File: src/rtl/axi_reg_master_if.sv
// axi_reg_master_if: AXI bus bundle shared by the register master and its slaves.
interface AXI_INF;
   logic [3:0]  WR_ADDR_ID;
   logic [31:0] WR_ADDR_ADDR;
   logic [7:0]  WR_ADDR_LEN;
   logic [1:0]  WR_ADDR_BURST;
   logic        WR_ADDR_VALID;
   logic        WR_ADDR_READY;
   logic [31:0] WR_DATA_DATA;
   logic        WR_DATA_VALID;
   logic        WR_DATA_READY;
   logic        WR_DATA_LAST;
   logic [3:0]  WR_BACK_ID;
   logic [1:0]  WR_BACK_RESP;
   logic        WR_BACK_VALID;
   logic        WR_BACK_READY;
   logic [3:0]  RD_ADDR_ID;
   logic [31:0] RD_ADDR_ADDR;
   logic [7:0]  RD_ADDR_LEN;
   logic [1:0]  RD_ADDR_BURST;
   logic        RD_ADDR_VALID;
   logic        RD_ADDR_READY;
   logic [3:0]  RD_BACK_ID;
   logic [31:0] RD_DATA_DATA;
   logic [1:0]  RD_DATA_RESP;
   logic        RD_DATA_VALID;
   logic        RD_DATA_READY;
   logic        RD_DATA_LAST;
   modport M (
      output WR_ADDR_ID, WR_ADDR_ADDR, WR_ADDR_LEN, WR_ADDR_BURST, WR_ADDR_VALID,
      input  WR_ADDR_READY,
      output WR_DATA_DATA, WR_DATA_VALID, WR_DATA_LAST,
      input  WR_DATA_READY,
      input  WR_BACK_ID, WR_BACK_RESP, WR_BACK_VALID,
      output WR_BACK_READY,
      output RD_ADDR_ID, RD_ADDR_ADDR, RD_ADDR_LEN, RD_ADDR_BURST, RD_ADDR_VALID,
      input  RD_ADDR_READY,
      input  RD_BACK_ID, RD_DATA_DATA, RD_DATA_RESP, RD_DATA_VALID, RD_DATA_LAST,
      output RD_DATA_READY
   );
endinterface

File: src/rtl/axi_reg_master.sv
// axi_reg_master: single-outstanding AXI initiator turning local register commands
// into write/read bursts, with a one-cycle completion pulse carrying merged status.
module axi_reg_master #(
   parameter logic [3:0] MASTER_ID = 4'h0,
   parameter bit         CHECK_ID  = 1'b1
) (
   input  logic        clk,
   input  logic        rstn,
   input  logic        cmd_valid,
   output logic        cmd_ready,
   input  logic        cmd_write,
   input  logic [31:0] cmd_addr,
   input  logic [7:0]  cmd_len,
   input  logic [1:0]  cmd_burst,
   input  logic [31:0] wdata,
   input  logic        wdata_valid,
   output logic        wdata_ready,
   output logic [31:0] rdata,
   output logic        rdata_valid,
   output logic        rdata_last,
   input  logic        rdata_ready,
   output logic        done_valid,
   output logic        done_write,
   output logic [1:0]  done_resp,
   AXI_INF.M           AXI_M
);
   localparam logic [2:0] IDLE    = 3'd0;
   localparam logic [2:0] WR_ADDR = 3'd1;
   localparam logic [2:0] WR_DATA = 3'd2;
   localparam logic [2:0] WR_RESP = 3'd3;
   localparam logic [2:0] RD_ADDR = 3'd4;
   localparam logic [2:0] RD_DATA = 3'd5;
   localparam logic [2:0] DONE    = 3'd6;

   logic        rstn_meta, rstn_sync;
   logic [2:0]  state;
   logic [31:0] addr_q;
   logic [7:0]  len_q, beat_cnt;
   logic [1:0]  burst_q, acc, r_resp;
   logic        write_q, last_beat, w_hs, r_hs, r_bad, b_bad;

   function automatic logic [1:0] rmax(input logic [1:0] a, input logic [1:0] b);
      return a > b ? a : b;
   endfunction

   // reset asserts asynchronously, releases two clocks later
   always_ff @(posedge clk or negedge rstn)
      if (!rstn) {rstn_sync, rstn_meta} <= 2'b00;
      else       {rstn_sync, rstn_meta} <= {rstn_meta, 1'b1};

   assign last_beat = beat_cnt == len_q;
   assign w_hs      = state == WR_DATA && wdata_valid && AXI_M.WR_DATA_READY;
   assign r_hs      = state == RD_DATA && AXI_M.RD_DATA_VALID && rdata_ready;
   assign b_bad     = CHECK_ID && AXI_M.WR_BACK_ID != MASTER_ID;
   // a LAST that disagrees with the beat count in either direction is a slave error
   assign r_bad     = (AXI_M.RD_DATA_LAST != last_beat) || (CHECK_ID && AXI_M.RD_BACK_ID != MASTER_ID);
   assign r_resp    = rmax(rmax(acc, AXI_M.RD_DATA_RESP), {r_bad, 1'b0});

   assign cmd_ready   = state == IDLE && rstn_sync;
   assign wdata_ready = state == WR_DATA && AXI_M.WR_DATA_READY;
   assign rdata       = AXI_M.RD_DATA_DATA;
   assign rdata_valid = state == RD_DATA && AXI_M.RD_DATA_VALID;
   assign rdata_last  = state == RD_DATA && last_beat;
   assign done_valid  = state == DONE;
   assign done_write  = write_q;
   assign done_resp   = acc;

   assign AXI_M.WR_ADDR_ID    = MASTER_ID;
   assign AXI_M.WR_ADDR_ADDR  = addr_q;
   assign AXI_M.WR_ADDR_LEN   = len_q;
   assign AXI_M.WR_ADDR_BURST = burst_q;
   assign AXI_M.WR_ADDR_VALID = state == WR_ADDR;
   assign AXI_M.WR_DATA_DATA  = wdata;
   assign AXI_M.WR_DATA_VALID = state == WR_DATA && wdata_valid;
   assign AXI_M.WR_DATA_LAST  = state == WR_DATA && last_beat;
   assign AXI_M.WR_BACK_READY = state == WR_RESP;
   assign AXI_M.RD_ADDR_ID    = MASTER_ID;
   assign AXI_M.RD_ADDR_ADDR  = addr_q;
   assign AXI_M.RD_ADDR_LEN   = len_q;
   assign AXI_M.RD_ADDR_BURST = burst_q;
   assign AXI_M.RD_ADDR_VALID = state == RD_ADDR;
   assign AXI_M.RD_DATA_READY = state == RD_DATA && rdata_ready;

   always_ff @(posedge clk or negedge rstn_sync)
      if (!rstn_sync) begin
         state    <= IDLE;
         addr_q   <= '0;
         len_q    <= '0;
         burst_q  <= '0;
         write_q  <= 1'b0;
         beat_cnt <= '0;
         acc      <= '0;
      end else begin
         case (state)
            IDLE: if (cmd_valid) begin
               addr_q  <= cmd_addr;
               len_q   <= cmd_len;
               burst_q <= cmd_burst;
               write_q <= cmd_write;
               state   <= cmd_write ? WR_ADDR : RD_ADDR;
            end
            WR_ADDR: if (AXI_M.WR_ADDR_READY) state <= WR_DATA;
            WR_DATA: if (w_hs) begin
               beat_cnt <= beat_cnt + 8'd1;
               if (last_beat) state <= WR_RESP;
            end
            WR_RESP: if (AXI_M.WR_BACK_VALID) begin
               acc   <= b_bad ? 2'b10 : AXI_M.WR_BACK_RESP;
               state <= DONE;
            end
            RD_ADDR: if (AXI_M.RD_ADDR_READY) state <= RD_DATA;
            RD_DATA: if (r_hs) begin
               acc      <= r_resp;
               beat_cnt <= beat_cnt + 8'd1;
               if (AXI_M.RD_DATA_LAST) state <= DONE;
            end
            DONE: begin
               acc      <= '0;
               beat_cnt <= '0;
               state    <= IDLE;
            end
            default: state <= IDLE;
         endcase
      end
endmodule

File: src/flat_wrapper.sv
// flat-port wrapper written by rule: the top's interface ports become plain ports
module axi_reg_master_flat 
#(
   parameter logic [3:0] MASTER_ID = 4'h0,
   parameter bit         CHECK_ID  = 1'b1
)
  (clk, rstn, cmd_valid, cmd_ready, cmd_write, cmd_addr, cmd_len, cmd_burst, wdata, wdata_valid, wdata_ready, rdata, rdata_valid, rdata_last, rdata_ready, done_valid, done_write, done_resp, AXI_M_WR_ADDR_ID, AXI_M_WR_ADDR_ADDR, AXI_M_WR_ADDR_LEN, AXI_M_WR_ADDR_BURST, AXI_M_WR_ADDR_VALID, AXI_M_WR_ADDR_READY, AXI_M_WR_DATA_DATA, AXI_M_WR_DATA_VALID, AXI_M_WR_DATA_LAST, AXI_M_WR_DATA_READY, AXI_M_WR_BACK_ID, AXI_M_WR_BACK_RESP, AXI_M_WR_BACK_VALID, AXI_M_WR_BACK_READY, AXI_M_RD_ADDR_ID, AXI_M_RD_ADDR_ADDR, AXI_M_RD_ADDR_LEN, AXI_M_RD_ADDR_BURST, AXI_M_RD_ADDR_VALID, AXI_M_RD_ADDR_READY, AXI_M_RD_BACK_ID, AXI_M_RD_DATA_DATA, AXI_M_RD_DATA_RESP, AXI_M_RD_DATA_VALID, AXI_M_RD_DATA_LAST, AXI_M_RD_DATA_READY);
  AXI_INF AXI_M_i ();
  input  logic clk;
  input  logic rstn;
  input  logic cmd_valid;
  output logic cmd_ready;
  input  logic cmd_write;
  input  logic [31:0] cmd_addr;
  input  logic [7:0] cmd_len;
  input  logic [1:0] cmd_burst;
  input  logic [31:0] wdata;
  input  logic wdata_valid;
  output logic wdata_ready;
  output logic [31:0] rdata;
  output logic rdata_valid;
  output logic rdata_last;
  input  logic rdata_ready;
  output logic done_valid;
  output logic done_write;
  output logic [1:0] done_resp;
  output wire logic [$bits(AXI_M_i.WR_ADDR_ID)-1:0] AXI_M_WR_ADDR_ID;
  output wire logic [$bits(AXI_M_i.WR_ADDR_ADDR)-1:0] AXI_M_WR_ADDR_ADDR;
  output wire logic [$bits(AXI_M_i.WR_ADDR_LEN)-1:0] AXI_M_WR_ADDR_LEN;
  output wire logic [$bits(AXI_M_i.WR_ADDR_BURST)-1:0] AXI_M_WR_ADDR_BURST;
  output wire logic [$bits(AXI_M_i.WR_ADDR_VALID)-1:0] AXI_M_WR_ADDR_VALID;
  input wire logic [$bits(AXI_M_i.WR_ADDR_READY)-1:0] AXI_M_WR_ADDR_READY;
  output wire logic [$bits(AXI_M_i.WR_DATA_DATA)-1:0] AXI_M_WR_DATA_DATA;
  output wire logic [$bits(AXI_M_i.WR_DATA_VALID)-1:0] AXI_M_WR_DATA_VALID;
  output wire logic [$bits(AXI_M_i.WR_DATA_LAST)-1:0] AXI_M_WR_DATA_LAST;
  input wire logic [$bits(AXI_M_i.WR_DATA_READY)-1:0] AXI_M_WR_DATA_READY;
  input wire logic [$bits(AXI_M_i.WR_BACK_ID)-1:0] AXI_M_WR_BACK_ID;
  input wire logic [$bits(AXI_M_i.WR_BACK_RESP)-1:0] AXI_M_WR_BACK_RESP;
  input wire logic [$bits(AXI_M_i.WR_BACK_VALID)-1:0] AXI_M_WR_BACK_VALID;
  output wire logic [$bits(AXI_M_i.WR_BACK_READY)-1:0] AXI_M_WR_BACK_READY;
  output wire logic [$bits(AXI_M_i.RD_ADDR_ID)-1:0] AXI_M_RD_ADDR_ID;
  output wire logic [$bits(AXI_M_i.RD_ADDR_ADDR)-1:0] AXI_M_RD_ADDR_ADDR;
  output wire logic [$bits(AXI_M_i.RD_ADDR_LEN)-1:0] AXI_M_RD_ADDR_LEN;
  output wire logic [$bits(AXI_M_i.RD_ADDR_BURST)-1:0] AXI_M_RD_ADDR_BURST;
  output wire logic [$bits(AXI_M_i.RD_ADDR_VALID)-1:0] AXI_M_RD_ADDR_VALID;
  input wire logic [$bits(AXI_M_i.RD_ADDR_READY)-1:0] AXI_M_RD_ADDR_READY;
  input wire logic [$bits(AXI_M_i.RD_BACK_ID)-1:0] AXI_M_RD_BACK_ID;
  input wire logic [$bits(AXI_M_i.RD_DATA_DATA)-1:0] AXI_M_RD_DATA_DATA;
  input wire logic [$bits(AXI_M_i.RD_DATA_RESP)-1:0] AXI_M_RD_DATA_RESP;
  input wire logic [$bits(AXI_M_i.RD_DATA_VALID)-1:0] AXI_M_RD_DATA_VALID;
  input wire logic [$bits(AXI_M_i.RD_DATA_LAST)-1:0] AXI_M_RD_DATA_LAST;
  output wire logic [$bits(AXI_M_i.RD_DATA_READY)-1:0] AXI_M_RD_DATA_READY;
  assign AXI_M_WR_ADDR_ID = AXI_M_i.WR_ADDR_ID;
  assign AXI_M_WR_ADDR_ADDR = AXI_M_i.WR_ADDR_ADDR;
  assign AXI_M_WR_ADDR_LEN = AXI_M_i.WR_ADDR_LEN;
  assign AXI_M_WR_ADDR_BURST = AXI_M_i.WR_ADDR_BURST;
  assign AXI_M_WR_ADDR_VALID = AXI_M_i.WR_ADDR_VALID;
  assign AXI_M_i.WR_ADDR_READY = AXI_M_WR_ADDR_READY;
  assign AXI_M_WR_DATA_DATA = AXI_M_i.WR_DATA_DATA;
  assign AXI_M_WR_DATA_VALID = AXI_M_i.WR_DATA_VALID;
  assign AXI_M_WR_DATA_LAST = AXI_M_i.WR_DATA_LAST;
  assign AXI_M_i.WR_DATA_READY = AXI_M_WR_DATA_READY;
  assign AXI_M_i.WR_BACK_ID = AXI_M_WR_BACK_ID;
  assign AXI_M_i.WR_BACK_RESP = AXI_M_WR_BACK_RESP;
  assign AXI_M_i.WR_BACK_VALID = AXI_M_WR_BACK_VALID;
  assign AXI_M_WR_BACK_READY = AXI_M_i.WR_BACK_READY;
  assign AXI_M_RD_ADDR_ID = AXI_M_i.RD_ADDR_ID;
  assign AXI_M_RD_ADDR_ADDR = AXI_M_i.RD_ADDR_ADDR;
  assign AXI_M_RD_ADDR_LEN = AXI_M_i.RD_ADDR_LEN;
  assign AXI_M_RD_ADDR_BURST = AXI_M_i.RD_ADDR_BURST;
  assign AXI_M_RD_ADDR_VALID = AXI_M_i.RD_ADDR_VALID;
  assign AXI_M_i.RD_ADDR_READY = AXI_M_RD_ADDR_READY;
  assign AXI_M_i.RD_BACK_ID = AXI_M_RD_BACK_ID;
  assign AXI_M_i.RD_DATA_DATA = AXI_M_RD_DATA_DATA;
  assign AXI_M_i.RD_DATA_RESP = AXI_M_RD_DATA_RESP;
  assign AXI_M_i.RD_DATA_VALID = AXI_M_RD_DATA_VALID;
  assign AXI_M_i.RD_DATA_LAST = AXI_M_RD_DATA_LAST;
  assign AXI_M_RD_DATA_READY = AXI_M_i.RD_DATA_READY;
  axi_reg_master #(.MASTER_ID(MASTER_ID), .CHECK_ID(CHECK_ID)) u_core (.clk(clk), .rstn(rstn), .cmd_valid(cmd_valid), .cmd_ready(cmd_ready), .cmd_write(cmd_write), .cmd_addr(cmd_addr), .cmd_len(cmd_len), .cmd_burst(cmd_burst), .wdata(wdata), .wdata_valid(wdata_valid), .wdata_ready(wdata_ready), .rdata(rdata), .rdata_valid(rdata_valid), .rdata_last(rdata_last), .rdata_ready(rdata_ready), .done_valid(done_valid), .done_write(done_write), .done_resp(done_resp), .AXI_M(AXI_M_i));
endmodule
File: config.mk
export PLATFORM = sky130hd
export DESIGN_NAME = axi_reg_master_flat
export DESIGN_NICKNAME = d
export VERILOG_FILES = /design/src/rtl/axi_reg_master_if.sv /design/src/rtl/axi_reg_master.sv /design/src/flat_wrapper.sv
export SDC_FILE = /design/constraint.sdc
export NUM_CORES = 1
export LEC_CHECK = 0
export BUFFER_PORTS_ARGS = -buffer_cell sky130_fd_sc_hd__buf_2
export CAP_MARGIN = 20
export CORE_AREA = 2 2 118 120
export CTS_BUF_LIST = sky130_fd_sc_hd__clkbuf_8 sky130_fd_sc_hd__clkbuf_16
export CTS_CLUSTER_DIAMETER = 120
export DETAILED_ROUTE_END_ITERATION = 12
export DIE_AREA = 0 0 120 122
export GPL_TIMING_DRIVEN = 0
export HOLD_SLACK_MARGIN = 0.1
export PLACE_DENSITY = 0.57
export SLEW_MARGIN = 15
export SYNTH_ARGS = -nofsm -noshare
export SYNTH_HDL_FRONTEND = slang
export SYNTH_SLANG_ARGS = --single-unit
export TNS_END_PERCENT = 5
File: constraint.sdc
create_clock -name clk -period 3.2 [get_ports clk]
set_input_delay 0.8 -clock clk [delete_from_list [all_inputs] [get_ports clk]]
set_output_delay 0.8 -clock clk [all_outputs]
set_load 0.03 [all_outputs]
After elaboration in Yosys (flattened, before gate mapping)
Index checks and enable logic that the tools add are counted.

$lt $le $gt $ge: 2. Add/subtract/negate cells: 1. Muxes and demuxes: 19. Reductions and logical operators: 19. Equal/unequal tests: 16.

Operator list (number): $mux W3 (9); $pmux W8 S3 (1); $pmux W3 S6 (1); $mux W8 (2); $mux W2 (5); $ne A2 B1 Y1 const B (5); $eq A3 B3 Y1 const B (3); $logic_and A1 B1 Y1 (9); $add A8 B1 Y8 const B (1); $eq A8 B8 Y1 (1); $reduce_and A8 Y1 (1); $reduce_bool A4 Y1 (2); $eq A3 B2 Y1 const B (2); $ne A2 B2 Y1 const B (3); $pmux W2 S3 (1); $reduce_and A3 Y1 (2); $reduce_bool A3 Y1 (2); $gt A2 B2 Y1 (2); $eq A3 B1 Y1 const B (1); $logic_not A3 Y1 (1); $reduce_and A2 Y1 (1); $logic_or A1 B1 Y1 (1); $ne A1 B1 Y1 (1).

Bits of input ports: 130. Flip-flop bits (word level): 58. Output and inout port bits: 170.

Logic depth before layout (Yosys ltp)
Gate-level depths: netlist of the first run.

Depth in word-level cells: 7. Mapped depth: 9. Mapped depth without buffers: 9.

Least setup slack after synthesis of the first run
OpenSTA, ideal clock, no wires.

Kind: register to output. Start point: reg u_core.rstn_sync. End point: out cmd_ready. Arrival: 1.969 ns. Setup slack: 0.431 ns. Path buffers: 0. Data required time: 2.400 ns. Stages on the path, launching flop included: 2. Path through: dfrtp_1 and2_1.

Cells in the longest elaborated chain, start to end: 1.

RTL lines: start: declaration (line axi_reg_master.sv:35) `logic rstn_meta, rstn_sync;`; start signal: assignment (line axi_reg_master.sv:49) `else {rstn_sync, rstn_meta} <= {rstn_meta, 1'b1};`; $logic_and A1 B1 Y1 (line axi_reg_master.sv:59) `assign cmd_ready = state == IDLE && rstn_sync;`; end: declaration (line flat_wrapper.sv:12) `output logic cmd_ready;`.

Every way passes these cells.

Worst setup path in the final report of the first run
Start point: reg u_core.len_q[5], in the netlist u_core.AXI_M.RD_ADDR_LEN[5]. End point: out AXI_M_WR_DATA_LAST.

Cells in the longest elaborated chain, start to end: 2.

RTL lines: start: declaration (line axi_reg_master.sv:38) `logic [7:0] len_q, beat_cnt;`; start signal: assignment (line axi_reg_master.sv:97) `len_q <= cmd_len;`; $eq A8 B8 Y1 (line axi_reg_master.sv:51) `assign last_beat = beat_cnt == len_q;`; $logic_and A1 B1 Y1 (line axi_reg_master.sv:75) `assign AXI_M.WR_DATA_LAST = state == WR_DATA && last_beat;`; end: declaration (line flat_wrapper.sv:35) `output wire logic [$bits(AXI_M_i.WR_DATA_LAST)-1:0] AXI_M_WR_DATA_LAST;`.

Every way passes these cells.

==> summary.txt, run 1 <==
Drt
  • Drt wl/cell: 12.8 µm
  • DR vias/cell: 4.03
  • Initial DRT Pass Iterations: 4
  • Detail Route Antenna Nets: 0
  • DRC Markers: 0
  • Initial drt markers: 125
  • Routed WL: around 9900 µm
  • Vias post-DR: between 3000 and 4000

Synthesis
  • Post-synthesis xor/xnor area fraction: about 3.3%
  • Post-synth top cells: buf_4, dfrtp_1, mux2_2, nor2_1, nand2_1
  • Cell with the most instances after synthesis: buf_4
  • Seq/Total Area, Yosys: about two fifths
  • Yosys top cell area share: between 30% and 40%
  • Compound-gate portion of the synthesized area: between 5 and 6%
  • Top post-synthesis cells by area: dfrtp_1, buf_4, mux2_2, xor2_1, ha_1
  • Mux cell area share after synthesis: between 10 and 15%
  • Largest family of logic cells by synthesized area: buffers and inverters
  • Syn Inst Count: ~350
  • Mapped Area: 3680 µm²
  • Dominant cell type by area after synthesis: dfrtp_1
  • Main synth FF type: dfrtp_1
  • Synth async-reset ratio: 100%
  • Yosys cell types: 45
  • Post-synth EDFFs: 0
  • Yosys reg bits: 58
  • Syn Area/Cell: 10.6 µm²
  • Adder-cell share of the synthesized area: about 1.7%
  • Synth warn: 0
  • Post-Synth Simple-Gate Area: around a tenth

Worst hold path
  • Hold Crit Class: input pin to asynchronous set/reset pin

Setup path
  • Critical R2R Launch: u_core.AXI_M.RD_ADDR_LEN[5]
  • Crit-path max cell delay: roughly 470 ps
  • Crit Path Max Fanout: 4
  • Slowest cell on crit path: nor4_1
  • R2r setup slk: 660 ps
  • Crit path arrival time: 2100 ps
  • End of the critical path: AXI_M_WR_DATA_LAST
  • Reg2reg end: u_core.done_resp[1]
  • CP required: ~2400 ps
  • CP startpoint: u_core.AXI_M.RD_ADDR_LEN[5]
  • Cell count along the critical path: 5
  • Sum of buffers and inverters on the critical path: 1
  • CP Capture Type: output port
  • Element type at the critical path start: register
  • Worst reg2reg path depth: 9
  • Critical path class: register to output port
  • CP Cell Sequence: xor2_1 > nor4_1 > nand2_1 > nor3_1 > buf_2
  • Crit path max-delay family: simple AND/OR/NAND/NOR gates

Die
  • Core area: 13500 µm²
  • Ports: 300
  • Die ar.: about 15000 µm²
  • Starting Density: between 20% and 30%
  • Core Rows: 43
  • Die Y: roughly 120 µm
  • Die width: between 100 and 150 µm

Placed design
  • Port bufs: roughly 230
  • Placement Setup Slack: around 470 ps
  • Dpl hpwl: about 8000 µm
  • GP Congestion: ~0.84

STA
  • FMAX: approximately 350 MHz
  • Min Tclk post-route: a little under 3000 ps
  • Final setup margin: 303 ps
  • RSZ-0062 raised after global routing: no
  • Crit share post-route: about nine tenths
  • Skew final: about 6.4 ps
  • Final Max Slew Viols: 0
  • Fin Setup TNS: 0 ps
  • Final hold violations: 0
  • Setup Viol. Count Final: 0

Global route
  • Pin count of the biggest net entering global routing: 31
  • Met3 Usage GRT: approximately 3.7%
  • Met2 Track Usage GR: 22.8%
  • Initial antenna violation count: 0
  • GR peak layer: met2
  • Overall routing resource usage: between 10% and 20%
  • Remaining Overflow, GRT: 0
  • First-pass GRT wire length: ~15000 µm
  • Vias in the first global route: 2988
  • Met1 Usage GRT: 14.1%

Final layout
  • Fraction of layout cells with a size suffix above 1: 70.4%
  • Final Util: roughly 40%
  • Area Overhead vs Synth: 47.2%
  • NumNets Final: 728
  • N_diodes: 0
  • Fillers: about 1300

Power and ir drop
  • Leak: 2.89 nW
  • Sequential power share: between 20% and 30%
  • Maximum vdd drop: roughly 0.61 mV
  • Final Power: between 5 and 6 mW
  • P per Cell Area: between 1000 and 1500 nW/µm²
  • Combinational power share: 58.4%
  • Switching power: approximately 2.7 mW
  • Clock share of power: 17.7%
  • Switching Share: 46.7%
  • Cell Int Power: ~3.1 mW

CTS
  • CTS tree: done
  • Clk slew on worst S/H paths: 50 ps
  • Clock Tree Buf Depth: 2
  • Sink Count: 58
  • CTS Buf Count: 9
  • H-tree depth: 3
  • CTS Root Cell: clkbuf_16
  • Postcts setup bufs: 0
  • Worst skew pair latency: 330 ps

Run status
  • Status: completed

Flow run
  • Max-cap violations: 0
[metal layers]
metal  up-vias  wire (µm)
li1       1527          -
met1      1430       3790
met2       166       4990
met3        16        967
met4         0        196
met5         -          0
[stage by stage]
step | instances | hold slack, ps | cell area [µm²]
3_5_place_dp | 762 | 281 | 5090
2_1_floorplan | 354 | 331 | 3700
3_3_place_gp | 761 | 337 | 5060
4_1_cts | 778 | 245 | 5410
6_report | 778 | 257 | 5410
5_1_grt | 778 | 252 | 5410
[sequential cells by signal, summed over array words and instances, names as in the netlist]
name	flops
u_core.AXI_M.RD_ADDR_ADDR	32
u_core.AXI_M.RD_ADDR_BURST	2
u_core.AXI_M.RD_ADDR_LEN	8
u_core.beat_cnt	8
u_core.done_resp	2
u_core.done_write	1
u_core.rstn_meta	1
u_core.rstn_sync	1
u_core.state	3
[logic make-up after synthesis]
kind of cell / count (synthesis)
AOI/OAI and AO/OA: 26
DFF: 58
xor gates and xnor gates: 14
other: 2
buffers and inverters: 131
muxes: 47
adders and majority gates: 5
and+or+nand+nor: 64
[power groups by stage]
stage | logic [mW] | registers [mW] | clock network, mW
after global placement | 3.40 | 1.40 | 0
final | 3.41 | 1.40 | 1.03
after CTS | 3.44 | 1.41 | 1.07
after floorplan | 2.02 | 1.92 | 0
after global routing | 3.64 | 1.46 | 1.09
after detailed placement | 3.43 | 1.41 | 0
[placed cells by master (no fill, tap or decap), drive strengths merged, types with 8 or more instances in the layout]
cell type and count:
buf 351, dfrtp 58, mux2 45, nor2 14, nand2 11, clkbuf 11
conb 9, and2 8, xor2 8
[worst min-delay path by stage]
stage,start,end,cells after the start
3_3_place_gp,u_core.rstn_meta,u_core.rstn_sync,0
6_report,rstn,u_core.rstn_meta,1
5_1_grt,rstn,u_core.rstn_meta,1
4_1_cts,rstn,u_core.rstn_meta,1
2_1_floorplan,u_core.rstn_meta,u_core.rstn_sync,0
3_5_place_dp,u_core.rstn_sync,u_core.AXI_M.RD_ADDR_LEN[1],0
[timing repair]
item | CTS | global route
resized for setup | 0 | 1
hold buffers | 0 | 0
setup endpoints to repair | 0 | 1
[area by class of cell]
class	count	area [µm²]	area share, %
inverters	6	22.5	0.416
clock buffers	9	225	4.16
repair buffers	228	1160	21.4
flip-flops and latches	58	1460	26.9
well taps	180	225	4.16
multi-input cells	165	1310	24.2
plain buffers	125	927	17.1
clock inverters	7	93.8	1.73
Power figures use the tool's default switching activity.
==> inputs of run 2 (changes only) <==
--- a/config.mk
+++ b/config.mk
@@ -15,6 +15,7 @@
 export GPL_TIMING_DRIVEN = 0
 export HOLD_SLACK_MARGIN = 0.1
 export PLACE_DENSITY = 0.57
+export SETUP_SLACK_MARGIN = 0.4
 export SLEW_MARGIN = 15
 export SYNTH_ARGS = -nofsm -noshare
 export SYNTH_HDL_FRONTEND = slang
==> run 2 against run 1 <==
Compared with the run above: combinational power barely moved; first-iteration DRC count shrank 9.6%; non-clock buffer count is 2 higher; largest cell class unchanged; global-route usage stayed put; utilization grew 0.21 points; design area increased by 0.53%; critical path type unchanged; worst setup slack improved by 220 ps; maximum frequency is 8.0% higher; clock skew hardly changed.
==> summary.txt, run 2 (synthesis gave the netlist of run 1 again) <==
Drt
  • Wire length on met3: 974 µm (+0.72%)
  • Uppermost layer routed: met4
  • Detail Route Antenna Nets: 0 (unchanged)
  • Post-route met1 wirelength: 3780 µm (-0.24%)
  • DRC Markers: 0 (unchanged)
  • Initial DRT Pass Iterations: 4 (unchanged)
  • DR vias/cell: 4.04 (+0.16%)
  • Drt wl/cell: 12.8 µm (-0.18%)
  • Routed WL: 9960 µm (about the same)
  • Met2 WL post-DR: 5000 µm (+0.20%)
  • Vias post-DR: 3152 (+0.41%)
  • Initial drt markers: 113 (-9.6%)

Die
  • Die width: 120 µm (unchanged)
  • Core Rows: 43 (unchanged)
  • Ports: 300 (unchanged)
  • Die Y: 122 µm (unchanged)
  • Die ar.: 14600 µm² (unchanged)
  • Starting Density: 27.2% (unchanged)
  • Core area: 13500 µm² (unchanged)

Final layout
  • Max FFs per register: 32 (unchanged)
  • Most common cell after layout, fill and taps aside: buf_2
  • N_diodes: 0 (unchanged)
  • Fraction of layout cells with a size suffix above 1: 70.8% (+0.43 points)
  • Most frequent cells in the layout: buf_2, buf_4, dfrtp_1
  • Area of the multi-input gates: 1320 µm² (+0.86%)
  • Fillers: 1304 (-0.23%)
  • Finished Layout Cells: 780 (+0.26%)
  • Final Util: 40.3% (+0.21 points)
  • Register area: 1460 µm² (unchanged)
  • NumNets Final: 730 (+0.27%)
  • Area Overhead vs Synth: 48.0%

Setup path
  • Crit Path Max Fanout: 4 (unchanged)
  • CP Capture Type: output port
  • CP required: 2400 ps (about the same)
  • Reg2reg end: u_core.done_resp[1]
  • Critical R2R Launch: u_core.AXI_M.RD_ADDR_LEN[4]
  • R2r setup slk: 720 ps (+60 ps)
  • Element type at the critical path start: register
  • Worst reg2reg path depth: 10 (+1)
  • Crit path arrival time: 1880 ps (-220 ps)
  • Critical path class: register to output port

CTS
  • Sink Count: 58 (unchanged)
  • H-tree depth: 3 (unchanged)
  • Clk slew on worst S/H paths: 50 ps (about the same)
  • CTS Buf Count: 9 (unchanged)
  • Worst skew pair latency: 330 ps (about the same)
  • Clock Tree Buf Depth: 2 (unchanged)
  • CTS Root Cell: clkbuf_16
  • CTS tree: done

Run status
  • Status: completed

Worst hold path
  • Hold Crit Class: input pin to asynchronous set/reset pin

Global route
  • Initial antenna violation count: 0 (unchanged)
  • Overall routing resource usage: 12.8% (unchanged)
  • First-pass GRT wire length: 14700 µm (unchanged)
  • Pin count of the biggest net entering global routing: 31 (unchanged)
  • Remaining Overflow, GRT: 0 (unchanged)
  • Vias in the first global route: 2985 (-0.10%)

STA
  • Setup Viol. Count Final: 0 (unchanged)
  • Min Tclk post-route: 2680 ps (-215 ps)
  • Skew final: 6.46 ps (+0.0771 ps)
  • Crit share post-route: 83.8% (-6.7 points)
  • Fin Setup TNS: 0 ps (unchanged)
  • Final Max Slew Viols: 0 (unchanged)
  • FMAX: 373 MHz (+8.0%)
  • RSZ-0062 raised after global routing: yes
  • Final hold violations: 0 (unchanged)
  • Hold_ws: 257 ps (-0.0600 ps)

Placed design
  • Inst Count DP: 762 (unchanged)
  • Port bufs: 227 (unchanged)
  • GP Congestion: 0.838 (unchanged)
  • Dpl hpwl: 7970 µm (unchanged)

Power and ir drop
  • Maximum vdd drop: 0.607 mV (about the same)
  • P per Cell Area: 1080 nW/µm² (-0.21%)
  • Leak: 2.90 nW (+0.35%)

Flow run
  • Max-cap violations: 0 (unchanged)
[run 2: cell count changes in the layout (fill, tap and decap cells not counted)]
cell,change
buf_2,-1
buf_4,+3
nor3_1,-1
nor3_2,+1
nor4_1,-1
nor4_2,+1
[run 2: critical path: stages (launching register included)]
cell	delay (ps)
dfrtp_1	430
xor2_1	190
nor4_2	340
nand2_1	180
nor2_1	180
buf_2	220
[run 2: worst max-delay path by stage]
stage | from | endpoint | cells past startpoint
after floorplan | u_core.rstn_sync | cmd_ready | 1
after global placement | u_core.rstn_sync | cmd_ready | 2
after detailed placement | u_core.AXI_M.RD_ADDR_LEN[3] | AXI_M_WR_DATA_LAST | 5
after CTS | u_core.AXI_M.RD_ADDR_LEN[5] | AXI_M_WR_DATA_LAST | 5
after global routing | u_core.AXI_M.RD_ADDR_LEN[4] | rdata_last | 5
final | u_core.AXI_M.RD_ADDR_LEN[4] | rdata_last | 5
[run 2: cell type report]
cell class | instances | area share, %
Sequential cell | 58 | 26.7
Multi-Input combinational cell | 165 | 24.2
Timing Repair Buffer | 230 | 21.6
Buffer | 125 | 17.0
Clock buffer | 9 | 4.14
Tap cell | 180 | 4.14
Clock inverter | 7 | 1.72
Inverter | 6 | 0.414
[run 2: through the flow]
step           setup WS (ps)  power (mW)  cell area (µm²)
2_1_floorplan            431        3.95             3700
3_3_place_gp            -250        4.80             5060
3_5_place_dp             474        4.84             5090
4_1_cts                  406        5.94             5430
5_1_grt                  354        6.22             5440
6_report                 519        5.86             5440
[run 2: power by group]
group          switching [mW]  internal (mW)  total, mW
Sequential              0.323           1.07       1.40
Clock                   0.355          0.679       1.03
Combinational            2.06           1.37       3.43
Total                    2.74           3.12       5.86
[run 2: what timing repair did]
item | in CTS | in global routing
endpoints found under the setup margin | 2 | 2
hold buffers | 0 | 0
buffers inserted | 1 | 1
pin swaps | 1 | 2
resized for setup | 3 | 1
[run 2: metal layers]
metal  global-route usage (%)  vias up
met3                     3.75       16
met4                     5.88        0
li1                         -     1530
met2                     22.8      170
met5                        0        -
met1                     14.1     1436
==> inputs of run 3 (changes only) <==
==> constraint.sdc (replaced) <==
create_clock -name clk -period 2.7 [get_ports clk]
set_input_delay 0.675 -clock clk [delete_from_list [all_inputs] [get_ports clk]]
set_output_delay 0.675 -clock clk [all_outputs]
set_load 0.03 [all_outputs]
==> run 3 against run 2 <==
Compared with the run above: utilization increased by 0.68 points; worst setup slack got worse by 340 ps; critical path type unchanged; register-to-register slack got worse by 450 ps; clock power increased by 18%; non-clock buffer count increased by 9; power increased by 20%; critical path depth increased by 1; hold slack got worse by 130 ps; via count increased by 2.1%; final cell count increased by 1.3%; sequential power increased by 17%; first-iteration DRC count decreased by 14%.
==> summary.txt, run 3 (synthesis gave the netlist of run 1 again) <==
Setup path
  • R2r setup slk: 270 ps (-450 ps)
  • CP required: 2030 ps (-370 ps)
  • Crit path arrival time: 1850 ps (-30 ps)
  • Critical path class: register to output port
  • Element type at the critical path start: register
  • CP startpoint: u_core.AXI_M.RD_ADDR_LEN[5]
  • CP Cell Sequence: xor2_1 > nor4_2 > nand2_1 > buf_6 > nor3_2 > buf_4
  • Critical R2R Launch: u_core.AXI_M.RD_ADDR_LEN[5]
  • End of the critical path: AXI_M_WR_DATA_LAST
  • Crit Path Max Fanout: 3 (-1)
  • Slowest cell on crit path: dfrtp_2
  • Crit-path max cell delay: 420 ps (about the same)
  • CP Capture Type: output port
  • Reg2reg end: u_core.done_resp[1]
  • Worst reg2reg path depth: 10 (unchanged)

Drt
  • DR vias/cell: 4.07 (+0.83%)
  • Vias post-DR: 3219 (+2.1%)
  • Initial drt markers: 97 (-14%)
  • Detail Route Antenna Nets: 0 (unchanged)
  • DRC Markers: 0 (unchanged)
  • Routed WL: 10100 µm (+1.4%)
  • Drt wl/cell: 12.8 µm (+0.12%)
  • Initial DRT Pass Iterations: 4 (unchanged)

Run status
  • Status: completed

STA
  • Setup Viol. Count Final: 0 (unchanged)
  • Worst Tran Pin Value: approximately 800 ps
  • Final hold violations: 0 (unchanged)
  • Min Tclk post-route: between 2000 and 3000 ps
  • FMAX: 396 MHz
  • RSZ-0062 raised after global routing: yes
  • Final Max Slew Viols: 0 (unchanged)
  • Final setup margin: 175 ps (-343 ps)
  • Max-Slew Margin vs Limit: a little under half
  • Fin Setup TNS: 0 ps (unchanged)
  • Hold_ws: 130 ps (-127 ps)
  • Crit share post-route: between 90% and 100%
  • Skew final: 6.77 ps (+0.309 ps)

Final layout
  • Most common cell after layout, fill and taps aside: buf_2
  • Fraction of layout cells with a size suffix above 1: 71.9% (+1.1 points)
  • NumNets Final: 739 (+1.2%)
  • Most frequent cells in the layout: buf_2, buf_4, dfrtp_1
  • Area Overhead vs Synth: 50.5%
  • Fin area: 5530 µm² (+1.7%)
  • Max FFs per register: 32 (unchanged)

Placed design
  • Placement Setup Slack: -63.0 ps (-537 ps)
  • GP Congestion: 0.790 (-5.7%)
  • Port bufs: 227 (unchanged)
  • Dpl hpwl: 8000 µm (+0.38%)
  • Post-placement cell area: 5070 µm² (-0.39%)

CTS
  • Worst skew pair latency: 320 ps (about the same)
  • CTS tree: done
  • Clock Tree Buf Depth: 2 (unchanged)
  • H-tree depth: 3 (unchanged)
  • CTS Buf Count: 9 (unchanged)
  • Clk slew on worst S/H paths: 50 ps (about the same)
  • CTS Root Cell: clkbuf_16
  • Sink Count: 58 (unchanged)

Global route
  • First-pass GRT wire length: 14800 µm (+1.1%)
  • Overall routing resource usage: 12.9% (+0.061 points)
  • Initial antenna violation count: 1 (+1)
  • Vias in the first global route: 3009 (+0.80%)
  • Pin count of the biggest net entering global routing: 58 (+87%)
  • Remaining Overflow, GRT: 0 (unchanged)

Power and ir drop
  • Clock share of power: 17.3% (-0.3 points)
  • Switching power: 3.26 mW (+19%)
  • Leak: 2.95 nW (+1.7%)
  • Combinational power share: 59.4% (+0.9 points)
  • Maximum vdd drop: 0.814 mV (+34%)
  • Cell Int Power: 3.79 mW (+21%)
  • Sequential power share: 23.3% (-0.5 points)
  • Switching Share: 46.2% (-0.48 points)
  • P per Cell Area: 1270 nW/µm² (+18%)

Flow run
  • Max-cap violations: 0 (unchanged)

Die
  • Core area: 13500 µm² (unchanged)
  • Ports: 300 (unchanged)
  • Die width: 120 µm (unchanged)
  • Core Rows: 43 (unchanged)
  • Starting Density: 27.2% (unchanged)
  • Die Y: 122 µm (unchanged)
  • Die ar.: 14600 µm² (unchanged)

Worst hold path
  • Hold Crit Class: input pin to asynchronous set/reset pin
==> run 3: power groups by stage <==
stage / sequential (mW) / clock [mW] / combinational (mW)
3_3_place_gp: 1.66 / 0 / 4.04
4_1_cts: 1.66 / 1.27 / 4.18
3_5_place_dp: 1.69 / 0 / 4.07
2_1_floorplan: 2.28 / 0 / 2.40
6_report: 1.64 / 1.22 / 4.18
5_1_grt: 1.72 / 1.30 / 4.47
==> run 3: how the worst min path moves through the flow <==
stage	startpoint	end	slack (ps)	cells after the start
after global placement	u_core.rstn_meta	u_core.rstn_sync	340	0
after CTS	rstn	u_core.rstn_meta	120	1
after floorplan	u_core.rstn_meta	u_core.rstn_sync	330	0
final	rstn	u_core.rstn_meta	130	1
after detailed placement	u_core.rstn_meta	u_core.rstn_sync	340	0
after global routing	rstn	u_core.rstn_meta	120	1
==> run 3: area by class of cell <==
cell class | count | area [µm²]
Antenna cell | 1 | 2.50
Buffer | 125 | 928
Clock buffer | 10 | 239
Clock inverter | 6 | 81.3
Fill cell | 1332 | 7970
Inverter | 6 | 22.5
Multi-Input combinational cell | 165 | 1340
Sequential cell | 58 | 1460
Tap cell | 180 | 225
Timing Repair Buffer | 239 | 1230
==> run 3: per-layer routing <==
metal	share of wire [%]	wire length (µm)	vias to the layer above	track usage, %
li1	-	-	1548	-
met1	38	3790	1498	14.2
met2	52	5300	164	23.8
met3	9.1	920	9	4.35
met4	0.91	92	0	3.09
met5	0	0	-	0
==> run 3: metrics by stage <==
| stage | total power [mW] | util, % | instances |
|---|---|---|---|
| 3_3_place_gp | 5.70 | 37.5 | 761 |
| 2_1_floorplan | 4.68 | - | 354 |
| 4_1_cts | 7.11 | 40.5 | 785 |
| 3_5_place_dp | 5.76 | 37.5 | 761 |
| 6_report | 7.04 | 41.0 | 790 |
| 5_1_grt | 7.48 | 41.0 | 790 |
==> run 3: critical path, delay by kind of cell, from the launching register on <==
family                    cells  cell delay (ps)
xor gates and xnor gates      1              170
buffers and inverters         2              330
DFF                           1              420
and+or+nand+nor               3              610
==> run 3: repair_timing <==
action | in CTS | in global routing
setup endpoints to repair | 7 | 12
pin swaps | 5 | 5
hold endpoints to repair | 0 | 0
setup buffers | 8 | 4
resized for setup | 6 | 6
hold buffers | 0 | 0
